--- config.mk ---
export PLATFORM = sky130hd
export DESIGN_NAME = wombat_frame_sync_flat
export DESIGN_NICKNAME = d
export VERILOG_FILES = /design/src/rtl/wombat_frame_sync_if.sv /design/src/rtl/wombat_frame_sync.sv /design/src/flat_wrapper.sv
export SDC_FILE = /design/constraint.sdc
export NUM_CORES = 1
export LEC_CHECK = 0
export CORE_MARGIN = 5
export CORE_UTILIZATION = 30
export CTS_CLUSTER_SIZE = 28
export DETAILED_ROUTE_END_ITERATION = 10
export MAX_ROUTING_LAYER = met4
export PLACE_DENSITY = 0.53
export SLEW_MARGIN = 15
export SYNTH_ARGS = -nofsm -noshare
export SYNTH_HDL_FRONTEND = slang
export SYNTH_SLANG_ARGS = --single-unit
--- constraint.sdc ---
create_clock -name clk -period 2.6 [get_ports clk]
set_input_delay 0.52 -clock clk [delete_from_list [all_inputs] [get_ports clk]]
set_output_delay 0.52 -clock clk [all_outputs]
set_load 0.05 [all_outputs]
--- src/rtl/wombat_frame_sync_if.sv ---
// wombat_frame_sync_if
//   Bundles the receive-word input and the frame/status outputs of the
//   wombat byte-to-frame assembler.
//   master : the UART-receiver side. It drives i_data/i_dv and reads the results.
//   slave  : the frame assembler. It reads i_data/i_dv and drives the results.
//   Signals:
//     i_data        received word, sampled on an i_dv rising edge
//     i_dv          receiver data-valid level
//     o_data        last good frame, held until the next good frame
//     o_dv          one-cycle pulse when a good frame is available
//     o_timeout     one-cycle pulse when a partial frame is dropped on idle
//     o_cksum_err   one-cycle pulse when a frame is dropped on bad checksum
//     o_frame_count good frames emitted (wraps)
//     o_drop_count  dropped frames (saturates)
//     o_busy        partial frame currently held
interface wombat_frame_sync_if #(
  parameter int WORD_WIDTH  = 8,
  parameter int FRAME_WORDS = 6,
  parameter int CNT_WIDTH   = 16
);
  logic [WORD_WIDTH-1:0]             i_data;
  logic                              i_dv;
  logic [WORD_WIDTH*FRAME_WORDS-1:0] o_data;
  logic                              o_dv;
  logic                              o_timeout;
  logic                              o_cksum_err;
  logic [CNT_WIDTH-1:0]              o_frame_count;
  logic [CNT_WIDTH-1:0]              o_drop_count;
  logic                              o_busy;

  modport master (
    output i_data, i_dv,
    input  o_data, o_dv, o_timeout, o_cksum_err,
           o_frame_count, o_drop_count, o_busy
  );

  modport slave (
    input  i_data, i_dv,
    output o_data, o_dv, o_timeout, o_cksum_err,
           o_frame_count, o_drop_count, o_busy
  );
endinterface

--- src/rtl/wombat_frame_sync.sv ---
// wombat_frame_sync
//   Assembles words from the UART receiver into fixed-length command frames.
//   An optional trailing XOR checksum word is verified and never stored.
//   Partial frames are dropped after TIMEOUT idle cycles, so a truncated host
//   transfer cannot misalign later frames.
//   Ports:
//     clk      clock
//     i_reset  asynchronous active-low reset
//     bus      wombat_frame_sync_if.slave: i_data/i_dv in; o_data, o_dv,
//              o_timeout, o_cksum_err, o_frame_count, o_drop_count, o_busy out
module wombat_frame_sync #(
  parameter int WORD_WIDTH    = 8,
  parameter int FRAME_WORDS   = 6,
  parameter int CHECKSUM_EN   = 0,
  parameter int TIMEOUT       = 4096,
  parameter int LITTLE_ENDIAN = 0,
  parameter int CNT_WIDTH     = 16
) (
  input  logic                  clk,
  input  logic                  i_reset,
  wombat_frame_sync_if.slave    bus
);

  localparam int FW = WORD_WIDTH * FRAME_WORDS;
  localparam int N  = FRAME_WORDS + ((CHECKSUM_EN != 0) ? 1 : 0);
  localparam int IW = (N > 1) ? $clog2(N) : 1;
  localparam int TW = $clog2(TIMEOUT);
  localparam logic [IW-1:0] LAST_IDX   = IW'(N - 1);
  localparam logic [TW-1:0] TIMER_LAST = TW'(TIMEOUT - 1);

  typedef enum logic {
    IDLE    = 1'b0,
    COLLECT = 1'b1
  } state_t;

  state_t                  state_q, state_d;
  logic                    dv_q;
  logic [IW-1:0]           idx_q, idx_d, idx_cur;
  logic [TW-1:0]           timer_q, timer_d;
  logic [WORD_WIDTH-1:0]   xor_q, xor_d;
  logic [FW-1:0]           shreg_q, shreg_d;
  logic                    accept, is_last, is_cksum_word;

  logic                    done_vld_d, cksum_ok_d, timeout_d;
  logic                    done_vld_p0, cksum_ok_p0;

  logic [FW-1:0]           data_p1;
  logic                    frame_vld_p1, timeout_p1, cksum_err_p1;
  logic [CNT_WIDTH-1:0]    frame_cnt_q, drop_cnt_q;

  // Places a new payload word into the frame register according to the
  // configured byte order; after FRAME_WORDS shifts the first word sits in
  // the MSBs (big endian) or the LSBs (little endian).
  function automatic logic [FW-1:0] shift_in(input logic [FW-1:0]         cur,
                                             input logic [WORD_WIDTH-1:0] w);
    if (LITTLE_ENDIAN != 0)
      shift_in = (cur >> WORD_WIDTH) | (FW'(w) << (FW - WORD_WIDTH));
    else
      shift_in = (cur << WORD_WIDTH) | FW'(w);
  endfunction

  function automatic logic [CNT_WIDTH-1:0] sat_inc(input logic [CNT_WIDTH-1:0] cnt,
                                                   input logic                 inc);
    sat_inc = (inc && (cnt != '1)) ? cnt + 1'b1 : cnt;
  endfunction

  // A word is taken only on a rising edge of the receiver's level valid.
  assign accept        = bus.i_dv & ~dv_q;
  assign idx_cur       = (state_q == COLLECT) ? idx_q : '0;
  assign is_last       = (idx_cur == LAST_IDX);
  assign is_cksum_word = (CHECKSUM_EN != 0) && is_last;

  always_comb begin
    state_d    = state_q;
    idx_d      = idx_q;
    timer_d    = timer_q;
    xor_d      = xor_q;
    shreg_d    = shreg_q;
    done_vld_d = 1'b0;
    cksum_ok_d = 1'b0;
    timeout_d  = 1'b0;

    if (accept) begin
      // An accepted word always wins over a timer expiring on the same cycle.
      timer_d = '0;
      if (!is_cksum_word) begin
        shreg_d = shift_in(shreg_q, bus.i_data);
        // xor_q is zero whenever IDLE, so the first word needs no special case.
        xor_d   = xor_q ^ bus.i_data;
      end
      if (is_last) begin
        state_d    = IDLE;
        idx_d      = '0;
        xor_d      = '0;
        done_vld_d = 1'b1;
        cksum_ok_d = (CHECKSUM_EN == 0) || (bus.i_data == xor_q);
      end else begin
        state_d = COLLECT;
        idx_d   = idx_cur + 1'b1;
      end
    end else if (state_q == COLLECT) begin
      if (timer_q == TIMER_LAST) begin
        state_d   = IDLE;
        idx_d     = '0;
        xor_d     = '0;
        timer_d   = '0;
        timeout_d = 1'b1;
      end else begin
        timer_d = timer_q + 1'b1;
      end
    end
  end

  // Stage p0: word capture, frame state, completion flags
  always_ff @(posedge clk or negedge i_reset) begin
    if (!i_reset) begin
      // dv_q starts high so a valid level held through reset is not a word.
      dv_q        <= 1'b1;
      state_q     <= IDLE;
      idx_q       <= '0;
      timer_q     <= '0;
      xor_q       <= '0;
      shreg_q     <= '0;
      done_vld_p0 <= 1'b0;
      cksum_ok_p0 <= 1'b0;
    end else begin
      dv_q        <= bus.i_dv;
      state_q     <= state_d;
      idx_q       <= idx_d;
      timer_q     <= timer_d;
      xor_q       <= xor_d;
      shreg_q     <= shreg_d;
      done_vld_p0 <= done_vld_d;
      cksum_ok_p0 <= cksum_ok_d;
    end
  end

  // Stage p1: frame publication, status pulses and counters.
  // shreg_q is safe to copy here: the edge detector guarantees no word is
  // accepted on the cycle right after the final one.
  always_ff @(posedge clk or negedge i_reset) begin
    if (!i_reset) begin
      data_p1      <= '0;
      frame_vld_p1 <= 1'b0;
      timeout_p1   <= 1'b0;
      cksum_err_p1 <= 1'b0;
      frame_cnt_q  <= '0;
      drop_cnt_q   <= '0;
    end else begin
      frame_vld_p1 <= done_vld_p0 & cksum_ok_p0;
      cksum_err_p1 <= done_vld_p0 & ~cksum_ok_p0;
      timeout_p1   <= timeout_d;
      if (done_vld_p0 && cksum_ok_p0) begin
        data_p1     <= shreg_q;
        frame_cnt_q <= frame_cnt_q + 1'b1;
      end
      drop_cnt_q <= sat_inc(sat_inc(drop_cnt_q, timeout_d),
                            done_vld_p0 & ~cksum_ok_p0);
    end
  end

  assign bus.o_data        = data_p1;
  assign bus.o_dv          = frame_vld_p1;
  assign bus.o_timeout     = timeout_p1;
  assign bus.o_cksum_err   = cksum_err_p1;
  assign bus.o_frame_count = frame_cnt_q;
  assign bus.o_drop_count  = drop_cnt_q;
  assign bus.o_busy        = (state_q == COLLECT);

endmodule

--- src/flat_wrapper.sv ---
// flat-port wrapper written by rule: the top's interface ports become plain ports
module wombat_frame_sync_flat 
#(
  parameter int WORD_WIDTH    = 8,
  parameter int FRAME_WORDS   = 6,
  parameter int CHECKSUM_EN   = 0,
  parameter int TIMEOUT       = 4096,
  parameter int LITTLE_ENDIAN = 0,
  parameter int CNT_WIDTH     = 16
)
  (clk, i_reset, bus_i_data, bus_i_dv, bus_o_data, bus_o_dv, bus_o_timeout, bus_o_cksum_err, bus_o_frame_count, bus_o_drop_count, bus_o_busy);
  wombat_frame_sync_if #(.WORD_WIDTH(WORD_WIDTH), .FRAME_WORDS(FRAME_WORDS), .CNT_WIDTH(CNT_WIDTH)) bus_i ();
  input  logic clk;
  input  logic i_reset;
  input wire logic [$bits(bus_i.i_data)-1:0] bus_i_data;
  input wire logic [$bits(bus_i.i_dv)-1:0] bus_i_dv;
  output wire logic [$bits(bus_i.o_data)-1:0] bus_o_data;
  output wire logic [$bits(bus_i.o_dv)-1:0] bus_o_dv;
  output wire logic [$bits(bus_i.o_timeout)-1:0] bus_o_timeout;
  output wire logic [$bits(bus_i.o_cksum_err)-1:0] bus_o_cksum_err;
  output wire logic [$bits(bus_i.o_frame_count)-1:0] bus_o_frame_count;
  output wire logic [$bits(bus_i.o_drop_count)-1:0] bus_o_drop_count;
  output wire logic [$bits(bus_i.o_busy)-1:0] bus_o_busy;
  assign bus_i.i_data = bus_i_data;
  assign bus_i.i_dv = bus_i_dv;
  assign bus_o_data = bus_i.o_data;
  assign bus_o_dv = bus_i.o_dv;
  assign bus_o_timeout = bus_i.o_timeout;
  assign bus_o_cksum_err = bus_i.o_cksum_err;
  assign bus_o_frame_count = bus_i.o_frame_count;
  assign bus_o_drop_count = bus_i.o_drop_count;
  assign bus_o_busy = bus_i.o_busy;
  wombat_frame_sync #(.WORD_WIDTH(WORD_WIDTH), .FRAME_WORDS(FRAME_WORDS), .CHECKSUM_EN(CHECKSUM_EN), .TIMEOUT(TIMEOUT), .LITTLE_ENDIAN(LITTLE_ENDIAN), .CNT_WIDTH(CNT_WIDTH)) u_core (.clk(clk), .i_reset(i_reset), .bus(bus_i));
endmodule
==> run summary <==
The post-CTS setup buffer count came out at 0. The worst setup path is captured at a primary output. The die is 151 µm wide. The share of synthesized area spent on multiplexers was 0.0980; the leakage power was 3.66 nW. The register area share after synthesis was 0.621. Dividing the detail-routed wire length by the instance count gives 14.3 µm.

The internal portion of the total power is 4.44 mW. The overall routed net length was 12900 µm; the switching power summed over all nets was 2.07 mW. The synthesized-area fraction occupied by ao, oa, aoi and oai cells is 0.0237, and the fraction of layout instances using a drive strength above 1 is 0.162. The share of the synthesized area in the top cell type is 0.617. Sorting the synthesized cells by area gives the leading types as dfrtp_1 62%, nand2_1 10%, mux2_2 9.3%, xnor2_1 3.5%, nand3_1 1.8%. The number of antenna diodes in the final layout is 0.

At the pin with the least slew margin, the transition time is 0.721 ns. The logs give 0 for the initial antenna violation count and 5960 µm² for the mapped cell area. The number of warnings printed during yosys synthesis is 0.

STA puts the critical path data required time at 2.08 ns. The total half-perimeter wirelength after legalization and detailed placement is 8840 µm, and the max-cap violation count is 0. The overall via count from detail_route is 4100. The dominant delay contributor by cell family on the critical path is buffers and inverters.

After detailed routing, the number of remaining DRC violations is 0. The critical path in this run is classified as flop to primary output. The floorplan step defined a core boundary enclosing 19500 µm². The final RePlAce weighted congestion is 0.805. For the initial core utilization, the log shows 0.305.

The final antenna-violating net count is 0, and the overall die area is 22800 µm². The first detailed-routing pass ran for 4 iterations. For this design, the slowest cell found on the critical path is clkdlybuf4s50_1.

The share of the synthesized netlist area taken by xor and xnor gates is 0.0485, and the TritonCTS buffer count is 17. The global-route usage over all layers was 0.123. After routing the design area is 7800 µm². The logs give 242 for the iteration-0 DRC count of the detailed router and 0.00803 ns for the worst clock skew. Relative to the synthesized area, the layout overhead comes to 30.8%.

When the netlist entered floorplanning its net count stood at 539. Number of placed cells counting well taps: 870. The critical path goes through clkdlybuf4s50_1. The post-synthesis cell type count was 40; the buffering stage count on the worst path with inverters included was 1. The tools report the type of element launching the critical path as a flop. Hold timing on the final database bottoms out at a slack of 0.00181 ns.

The run gives 0.400 as the core utilization of the finished layout. The flow ran to the end, and the final reports show no timing, DRC or antenna violations. Static timing analysis puts the maximum clock frequency at 407 MHz. After synthesis, the largest family of logic cells by area is simple AND/OR/NAND/NOR gates. The final count of pins violating max slew is 0, and the number of H-tree levels is 4.

Along the worst path, the maximum fanout reaches 12. After synthesis the netlist holds a flip-flop and latch count of 148. The die is 151 µm tall. For this run the aggregate overflow at the end of global routing stands at 0. During I/O placement, the number of pins put on the boundary was 95. The adder-cell area share of the yosys netlist was 0.00630; the largest net degree at the start of global routing was 59. Setup repair after global routing left no endpoint under its margin. Buffers placed on the I/O ports in this run total 93.

The worst slew margin relative to its limit is 0.519. The share of power burned in registers was 0.442. The min-delay analysis places its worst path in the category primary input to asynchronous set/reset pin. After floorplanning, the core was divided into 51 placement rows.

The number of endpoints with negative hold slack in the final report was 0; the synthesized instance count was 525. The combinational fraction of design power is 0.201, and the overall power after layout is 6.51 mW. The mean number of vias per cell works out to 4.55.

Setup slack on the critical path of the routed design comes to 0.142 ns. The later pin in the worst-skew pair is clocked with a latency of 0.42 ns. The largest stage delay on the critical path is 0.93 ns, and the setup TNS is 0 ns. The clock net in this run drives a total of 148 sinks. The per-instance average area after synthesis is 11.4 µm². The number of gates resized after CTS was 0.

The number of nets in the layout was 638. Dividing total power by cell area gives a power density of 834 nW/µm². The root buffer cell chosen for the clock tree is clkbuf_16. The dominant cell type by area after synthesis is dfrtp_1. The longest clock path from root to sink contains 2 buffers. The fraction of power spent switching nets came out at 0.317. OpenSTA, run right after detailed placement, puts the worst setup slack at 0.324 ns. The final period demand of the worst path is 2.46 ns, and the final-report setup violation count is 0. The number of global-route vias before repair was 4161.

The run gives 0 as the number of hold buffers added after CTS. For the relative contribution of the clock network to total power, the log shows 0.356. The first global-routing pass estimated 21500 µm of wire. Post-route clock period utilization: 0.945. Clock-pin slew was measured on the worst setup and hold paths at 0.06 ns. The run gives 1.94 ns as the data arrival time of the critical path.

The simple-gate share of the synthesized area is 0.187. The worst ir drop on vdd is 0.000450 V. TritonCTS built the clock tree. The placed instances occupy a cell area of 7240 µm². For this run, the number of standard cells in the final layout without fillers is 901.
-- flip-flops by register name (all words and copies together), names as in the netlist --
| signal | count |
|---|---|
| u_core.bus.o_data | 48 |
| u_core.shreg_q | 48 |
| u_core.bus.o_drop_count | 16 |
| u_core.bus.o_frame_count | 16 |
| u_core.timer_q | 12 |
| u_core.idx_q | 3 |
| u_core.bus.o_busy | 1 |
| u_core.bus.o_dv | 1 |
| u_core.bus.o_timeout | 1 |
| u_core.cksum_ok_p0 | 1 |
| u_core.dv_q | 1 |
-- path summary, 6_finish.rpt --
check / from / endpoint / slack (ns) / cells after the start
min: i_reset / u_core.bus.o_data[39] / 0.002 / 1
max reg2reg: u_core.timer_q[0] / u_core.bus.o_drop_count[1] / 0.57 / 5
min reg2reg: u_core.bus.o_frame_count[15] / u_core.bus.o_frame_count[15] / 0.47 / 1
max: u_core.bus.o_busy / bus_o_busy / 0.14 / 1
max in group asynchronous: i_reset / u_core.dv_q / 1.92 / 2
min in group clk: u_core.bus.o_frame_count[15] / u_core.bus.o_frame_count[15] / 0.47 / 1
-- cells by family (layout without fill, tap and decap cells) --
logic type / Yosys count / count (layout)
flops: 148 / 148
other cells: 1 / 1
xor+xnor: 33 / 33
fa+ha+maj: 3 / 3
mux: 52 / 52
simple gates: 245 / 245
compound gates: 21 / 21
buf+inv: 22 / 133
-- power by group through the flow --
stage | clock network [mW] | registers [mW] | logic (mW)
after floorplan | 0 | 3.35 | 0.364
after global placement | 0 | 2.91 | 1.31
after detailed placement | 0 | 2.92 | 1.33
after CTS | 2.39 | 2.88 | 1.33
after global routing | 2.49 | 2.92 | 1.41
final | 2.32 | 2.88 | 1.31
-- cell type report --
type | count | area, µm²
fillers | 1927 | 11700
multi-input cells | 355 | 2180
inverters | 2 | 7.51
flip-flops and latches | 148 | 3710
clock inverters | 13 | 126
well taps | 265 | 332
clock buffers | 18 | 439
repair buffers | 100 | 1010
-- synth_stat cells (all sizes together) --
master	instances
ha	3
inv	2
or2	2
buf	6
dfrtp	147
and4	1
nand4	11
mux2i	1
xnor2	24
nand2b	5
a21oi	4
nor4	4
nand2	165
o41ai	2
and3	7
a22o	1
nor2	19
nor2b	2
a32o	2
a31oi	3
nand3	21
dfstp	1
xor2	9
nor3	5
clkbuf	14
mux2	51
o311ai	1
and2	1
conb	1
o21ai	8
or3	2
-- placed cells by master, fill, tap and decap left out, drive strengths merged --
master | netlist | final
dfstp | 1 | 1
o41ai | 2 | 2
nor2 | 19 | 19
xnor2 | 24 | 24
clkdlybuf4s50 | 0 | 92
and3 | 7 | 7
or3 | 2 | 2
nand2 | 165 | 165
and2 | 1 | 1
clkinv | 0 | 5
buf | 6 | 8
a22o | 1 | 1
clkbuf | 14 | 18
a31oi | 3 | 3
nand2b | 5 | 5
bufinv | 0 | 1
mux2i | 1 | 1
nor2b | 2 | 2
conb | 1 | 1
or2 | 2 | 2
clkinvlp | 0 | 4
nor3 | 5 | 5
inv | 2 | 5
xor2 | 9 | 9
dfrtp | 147 | 147
mux2 | 51 | 51
nor4 | 4 | 4
nand4 | 11 | 11
a32o | 2 | 2
ha | 3 | 3
and4 | 1 | 1
nand3 | 21 | 21
o311ai | 1 | 1
a21oi | 4 | 4
o21ai | 8 | 8
-- metal layers --
layer  part of all wire  up-vias  GRT usage
met5                  0        -          -
met4              0.016        0     0.0476
met3              0.040       16     0.0332
met2               0.49       89      0.190
met1               0.46     2041      0.154
li1                   -     1954          -
Power figures use the tool's default switching activity.
